File: src/rtl/ram_port_arbiter.sv
// Round-robin arbiter sharing one single-port RAM between P0 (fetch) and P1 (data).
// Each access takes exactly three cycles: IDLE (decide), ACCESS (strobe), RESP (rvalid).
module ram_port_arbiter #(
    parameter int DATA_W = 16,
    parameter int ADDR_W = 16,
    parameter int DEPTH  = 256
) (
    input  logic              clk,
    input  logic              rst_n,
    input  logic              p0_req,
    input  logic              p0_we,
    input  logic [ADDR_W-1:0] p0_addr,
    input  logic [DATA_W-1:0] p0_wdata,
    output logic              p0_gnt,
    output logic              p0_rvalid,
    output logic              p0_err,
    output logic [DATA_W-1:0] p0_rdata,
    input  logic              p1_req,
    input  logic              p1_we,
    input  logic [ADDR_W-1:0] p1_addr,
    input  logic [DATA_W-1:0] p1_wdata,
    output logic              p1_gnt,
    output logic              p1_rvalid,
    output logic              p1_err,
    output logic [DATA_W-1:0] p1_rdata,
    output logic              ram_read,
    output logic              ram_write,
    output logic [ADDR_W-1:0] ram_addr,
    output logic [DATA_W-1:0] ram_in,
    input  logic [DATA_W-1:0] ram_ou
);

    typedef enum logic [1:0] {
        ST_IDLE   = 2'd0,
        ST_ACCESS = 2'd1,
        ST_RESP   = 2'd2
    } state_t;

    // One extra bit so DEPTH = 2**ADDR_W still compares correctly.
    localparam logic [ADDR_W:0] LP_DEPTH = (ADDR_W + 1)'(DEPTH);

    state_t                  r_state;
    logic                    r_last_gnt;   // 0 = P0, 1 = P1
    logic                    r_winner;
    logic                    r_we;
    logic                    r_oor;
    logic [1:0]              r_gnt;
    logic [1:0]              r_rvalid;
    logic [1:0]              r_err;
    logic [1:0][DATA_W-1:0]  r_rdata;
    logic                    r_ram_read;
    logic                    r_ram_write;
    logic [ADDR_W-1:0]       r_ram_addr;
    logic [DATA_W-1:0]       r_ram_in;

    logic [1:0]              w_req;
    logic [1:0]              w_we;
    logic [1:0][ADDR_W-1:0]  w_addr;
    logic [1:0][DATA_W-1:0]  w_wdata;
    logic                    w_pick;
    logic                    w_sel_we;
    logic [ADDR_W-1:0]       w_sel_addr;
    logic [DATA_W-1:0]       w_sel_wdata;
    logic                    w_sel_oor;

    assign w_req   = {p1_req,   p0_req};
    assign w_we    = {p1_we,    p0_we};
    assign w_addr  = {p1_addr,  p0_addr};
    assign w_wdata = {p1_wdata, p0_wdata};

    // P1 wins when it is the only requester, or on a tie when P0 was served last.
    assign w_pick      = w_req[1] & (~w_req[0] | ~r_last_gnt);
    assign w_sel_we    = w_we[w_pick];
    assign w_sel_addr  = w_addr[w_pick];
    assign w_sel_wdata = w_wdata[w_pick];
    assign w_sel_oor   = ({1'b0, w_sel_addr} >= LP_DEPTH);

    always_ff @(posedge clk or negedge rst_n) begin
        if (!rst_n) begin
            r_state     <= ST_IDLE;
            r_last_gnt  <= 1'b1;
            r_winner    <= 1'b0;
            r_we        <= 1'b0;
            r_oor       <= 1'b0;
            r_gnt       <= '0;
            r_rvalid    <= '0;
            r_err       <= '0;
            r_rdata     <= '0;
            r_ram_read  <= 1'b0;
            r_ram_write <= 1'b0;
            r_ram_addr  <= '0;
            r_ram_in    <= '0;
        end else begin
            r_gnt       <= '0;
            r_rvalid    <= '0;
            r_err       <= '0;
            r_ram_read  <= 1'b0;
            r_ram_write <= 1'b0;
            case (r_state)
                ST_IDLE: begin
                    if (|w_req) begin
                        r_winner        <= w_pick;
                        r_last_gnt      <= w_pick;
                        r_we            <= w_sel_we;
                        r_oor           <= w_sel_oor;
                        r_ram_addr      <= w_sel_addr;
                        r_ram_in        <= w_sel_wdata;
                        r_gnt[w_pick]   <= 1'b1;
                        r_ram_read      <= ~w_sel_oor & ~w_sel_we;
                        r_ram_write     <= ~w_sel_oor &  w_sel_we;
                        r_state         <= ST_ACCESS;
                    end
                end
                ST_ACCESS: begin
                    // Strobes drop here while addr/data stay held through RESP.
                    r_rvalid[r_winner] <= 1'b1;
                    r_err[r_winner]    <= r_oor;
                    if (!r_we) begin
                        r_rdata[r_winner] <= r_oor ? '0 : ram_ou;
                    end
                    r_state <= ST_RESP;
                end
                ST_RESP: begin
                    r_state <= ST_IDLE;
                end
                default: begin
                    r_state <= ST_IDLE;
                end
            endcase
        end
    end

    assign p0_gnt    = r_gnt[0];
    assign p1_gnt    = r_gnt[1];
    assign p0_rvalid = r_rvalid[0];
    assign p1_rvalid = r_rvalid[1];
    assign p0_err    = r_err[0];
    assign p1_err    = r_err[1];
    assign p0_rdata  = r_rdata[0];
    assign p1_rdata  = r_rdata[1];
    assign ram_read  = r_ram_read;
    assign ram_write = r_ram_write;
    assign ram_addr  = r_ram_addr;
    assign ram_in    = r_ram_in;

endmodule

File: config.mk
export PLATFORM = sky130hd
export DESIGN_NAME = ram_port_arbiter
export DESIGN_NICKNAME = d
export VERILOG_FILES = /design/src/rtl/ram_port_arbiter.sv
export SDC_FILE = /design/constraint.sdc
export NUM_CORES = 1
export LEC_CHECK = 0
export CELL_PAD_IN_SITES_DETAIL_PLACEMENT = 0
export CELL_PAD_IN_SITES_GLOBAL_PLACEMENT = 1
export CORE_ASPECT_RATIO = 0.5
export CORE_MARGIN = 4
export CORE_UTILIZATION = 30
export CTS_CLUSTER_SIZE = 28
export DETAILED_ROUTE_END_ITERATION = 10
export PLACE_DENSITY = 0.85
export SLEW_MARGIN = 10
export SYNTH_ARGS = -nofsm -noshare
export SYNTH_HDL_FRONTEND = slang
export SYNTH_SLANG_ARGS = --single-unit
File: constraint.sdc
create_clock -name clk -period 1.9 [get_ports clk]
set_clock_uncertainty 0.05 [all_clocks]
set_input_delay 0.285 -clock clk [delete_from_list [all_inputs] [get_ports clk]]
set_output_delay 0.285 -clock clk [all_outputs]
set_load 0.05 [all_outputs]
# Word level (Yosys, flattened, before mapping)
# Cells that the tools add are included.
# classes
muxes	24
n_mul	0
shifts	0
order_cmp	5
n_div	0
n_addsub	0
n_eq_ne	2
bitwise	10
reduce_logical	6
# ops
operator	count
$mux 16	6
$bwmux 32	1
$demux 16 s1	1
$ge 16x9->1 const B	1
$mux 2	5
$mux 1	8
$not 1->1	5
$lt 1x2->1 const B	2
$pmux 2 s2	1
$reduce_and 2->1	2
$and 1x1->1	3
$and 2x2->2	1
$demux 1 s1	2
$eq 2x1->1 const B	1
$ge 1x1->1 const B	2
$logic_and 1x1->1	2
$logic_not 2->1	1
$ne 2x2->1 const B	1
$reduce_or 2->1	1
$or 1x1->1	1
# word_totals
mem_count	0
ramBits	0
ff_bits	78
romBits	0
output_inout_bits	72
latch_bits	0

# Depth between registers and ports, before layout
# depth
depth_word	10
depth_mapped	6
mapped_depth_nobuf	5

# Worst setup path before layout
# OpenSTA, ideal clock, no wires.
# synth_path
path_kind	reg-to-reg
startpoint	register r_last_gnt
endpoint	register r_ram_read (netlist: ram_read)
synth_period_minus_slack_ps	1615
path_slack_ps	285
arrival_time_ps	1499
setup_ps	66
stages_incl_launch_ff	6
n_path_buf	1
required_ps	1784
path_cell_list	dfstp_2 a21boi_1 buf_6 mux2_4 a2111oi_4 and2_1
# synth_between
elab_chain_cells	10
word_cells_on_any_way	13
cone_classes	order compare: 1; mux: 6; bitwise: 6
# synth_rtl
item	line	text
start: declaration	43	logic r_last_gnt;
start signal: assignment	103	r_last_gnt <= w_pick;
$not 1->1 *	72	assign w_pick = w_req[1] & (~w_req[0] | ~r_last_gnt);
$or 1x1->1 *	72	
$and 1x1->1 *	72	
$mux 16 (implied by the code) (2 in a row)	74	assign w_sel_addr = w_addr[w_pick];
$ge 16x9->1	76	assign w_sel_oor = ({1'b0, w_sel_addr} >= LP_DEPTH);
$not 1->1	109	r_ram_read <= ~w_sel_oor & ~w_sel_we;
$and 1x1->1 *	109	
$mux 1 *	101	if (|w_req) begin
$mux 1 *	99	case (r_state)
end signal: assignment	109	
end: declaration	51	logic r_ram_read;
# Mark *: on every way between the ends. The rest lies on a longest branch, timed or not. The select of a mux whose other input is x is not followed.
# A chain may end at the register's enable or synchronous reset.

# Worst setup path in the final report
# layout_path
startpoint	register r_ram_addr[13] (netlist: ram_addr[13])
endpoint	output ram_addr[13]
# layout_rtl
item	line	text
start: declaration	53	logic [ADDR_W-1:0] r_ram_addr;
start signal: assignment	106	r_ram_addr <= w_sel_addr;
end: declaration	28	output logic [ADDR_W-1:0] ram_addr,
# No word-level cell between the ends.

==> summary.md <==
| Metric | Value |
|---|---|
| Unrepaired setup endpoints after global routing | `false` |
| Crit Path Class | `flip-flop to output port` |
| Worst-margin pin slew | `0.5473 ns` |
| VDD IR-drop max | `around 0.6 mV` |
| H-tree levels | `3` |
| Setup_tns | `0 ns` |
| Vias in the first global route | `2,728` |
| DR iter-0 viols | `between 80 and 90` |
| Count of final setup violators | `0` |
| Clk sink count | `78` |
| Reg power frac | `0.294` |
| Initial Util | `0.3119` |
| Antenna Nets Post-Route | `0` |
| Critical path buffers and inverters | `1` |
| Core region area | `10,340 um^2` |
| Wire length per cell | `approximately 15 um` |
| TritonCTS clock tree | `done` |
| Status | `completed` |
| Clock Latency Late Sink | `approximately 0.33 ns` |
| Max_cap viols | `0` |
| Crit path required time | `around 1.6 ns` |
| Vias | `~2,700` |
| CP top delay family | `buffers and inverters` |
| Via-per-instance ratio | `approximately 4.4` |
| GP Congestion | `0.7959` |
| Initial antenna violation count | `0` |
| Worst path max stage delay | `0.82 ns` |
| Drt first pass iters | `4` |
| Total power | `a little under 9000 uW` |
| Area contributors post-synth | `dfrtp_1 60%, o21ai_0 8.7%, mux2i_1 7.4%, nand2_1 6.9%, nand2b_1 3.5%` |
| Internal power | `4887 uW` |
| Top cell type's share of synthesized area | `0.5971` |
| Drt drc | `0` |
| CP Max Fanout | `2` |
| Layout cell share with drive strength beyond 1 | `0.1099` |
| Ys Warns | `0` |
| First-pass GRT wire length | `13.95 mm` |
| Area Growth Syn to Fin | `65.37%` |
| CTS resizes | `0` |
| Seq cells post-synth | `78` |
| I/O pin cnt | `158` |
| Fin nets | `about 550` |
| Largest area contributor in the netlist | `dfrtp_1` |
| DPL Wire Length | `~7.0 mm` |
| Largest net degree at the start of global routing | `36` |
| Post-CTS Setup Inserts | `0` |
| Sw Pwr | `approximately 4000 uW` |
| Commonest non-fill, non-tap cell in the layout | `clkdlybuf4s50_1` |
| Startpoint types | `flip-flop` |
| Post-synthesis instance area | `3227 um^2` |
| Most frequent cells in the layout | `142 x clkdlybuf4s50_1, 77 x dfrtp_1, 59 x nand2_1, 56 x o21ai_0, 30 x buf_4` |
| Total GRT Usage | `0.1398` |
| Gate Count Post-Synth | `300` |
| Cells along the critical path | `clkdlybuf4s50_1` |
| Normalized max-slew margin | `0.6340` |
| Die H | `81.34 um` |
| Hold Vio Cnt, Final | `0` |
| Crit. End Element | `output port` |
| PD cells | `~1700 nW/um^2` |
| Minimum clock period | `1.835 ns` |
| Gr ovfl total | `0` |
| Sw Ratio | `0.4491` |
| Syn nets | `between 300 and 400` |
| Port bufs | `between 150 and 200` |
| Slew Limit Fails | `0` |
| Crit path DAT | `about 1.5 ns` |
| Reg clk slew, reported paths | `approximately 0.060 ns` |
| CTS root buffer | `clkbuf_16` |
| Inserted Diodes | `0` |
| CTS Buffer Depth | `2` |
| Avg Cell Area, Syn | `10.76 um^2` |
| Lkg Pwr | `0.002342 uW` |
| Total CTS buffers | `9` |
| Die X | `around 150 um` |
| Seq/Total Area, Yosys | `0.6053` |
| Final WL | `slightly below 9 mm` |
| Final Cycle Share | `0.9655` |
| Clock network fraction of design power | `0.180` |
| Fmax | `0.5451 GHz` |
| Std-Cell Rows | `26` |
| Die area | `12,580 um^2` |
| Number of distinct library cells after synthesis | `29` |
| Critical path's slowest cell | `clkdlybuf4s50_1` |
| Logic pwr share | `0.525` |
| Worst Hold Class | `primary input to asynchronous set/reset pin` |
-- synth_stat cells, drive strengths merged --
master / instances
nor2b: 1
and2b: 1
a2111oi: 1
nor3: 1
or3: 1
clkbuf: 15
and3: 9
mux2i: 24
a21boi: 1
nand3: 1
nor4: 2
and2: 4
nor2: 6
mux2: 1
dfstp: 1
dfrtp: 77
buf: 4
nand2b: 18
a221o: 8
or2: 1
nand3b: 2
a21oi: 1
inv: 2
nand2: 59
o21ai: 57
a21o: 2
-- per-layer routing --
metal | vias to the layer above | track usage | share of wire
met5 | - | 0 | 0
met4 | 0 | 0.04053 | 0.019
met3 | 14 | 0.03991 | 0.039
met2 | 55 | 0.2530 | 0.53
met1 | 1291 | 0.1648 | 0.42
li1 | 1365 | - | -
-- power by group through the flow --
stage / logic [uW] / clock network (uW) / registers (uW)
after global placement: 4670 / 0 / 2620
final: 4660 / 1600 / 2610
after CTS: 4720 / 1640 / 2620
after floorplan: 1000 / 0 / 4530
after detailed placement: 4710 / 0 / 2640
after global routing: 4920 / 1730 / 2700
-- what timing repair did --
action / in CTS / in global routing
hold buffers: 1 / 0
hold endpoints to repair: 30 / 0
setup endpoints to repair: 0 / 0
-- metrics by stage --
step,hold slack [ns],instance area (um^2),setup slack [ns],util,instances
final,0.4200,5336,0.06549,0.5158,613
after global routing,0.4473,5336,0.004015,0.5158,613
after CTS,0.4067,5336,0.04545,0.5158,613
after detailed placement,0.2161,5045,-0.07126,0.4877,596
after global placement,0.2077,5045,-0.06598,0.4877,596
after floorplan,-0.06059,3227,0.2851,-,300
-- kinds of logic after synthesis --
family,after synthesis,synth area share
buf+inv,21,0.02792
flops,78,0.6053
simple gates,106,0.1563
mux,25,0.07910
compound gates,70,0.1314
-- path summary, 6_finish.rpt --
| check | from | endpoint | slack (ns) | cells after the start |
|---|---|---|---|---|
| hold reg to reg | ram_addr[15] | ram_addr[15] | 0.42 | 2 |
| setup reg to reg | r_last_gnt | ram_read | 0.20 | 5 |
| max in group asynchronous | rst_n | p1_rdata[11] | 0.84 | 3 |
| min in group clk | ram_addr[15] | ram_addr[15] | 0.42 | 2 |
| setup / recovery | ram_addr[13] | ram_addr[13] | 0.07 | 1 |
| hold / removal | rst_n | r_state[1] | 0.42 | 2 |
-- flip-flops by register name, summed over array words and instances, names as in the netlist, 2 cells and up --
| name | count |
|---|---|
| p0_rdata | 16 |
| p1_rdata | 16 |
| ram_addr | 16 |
| ram_in | 16 |
| r_err | 2 |
| r_gnt | 2 |
| r_rvalid | 2 |
| r_state | 2 |
-- area by class of cell --
class                           instances  area, um^2
Fill cell                             976        5009
Timing Repair Buffer                  176        1717
Tap cell                              140       175.2
Sequential cell                        78        1953
Multi-Input combinational cell        201        1202
Clock buffer                           16       281.5
Inverter                                2       7.507
(Power assumes the default switching activity.)
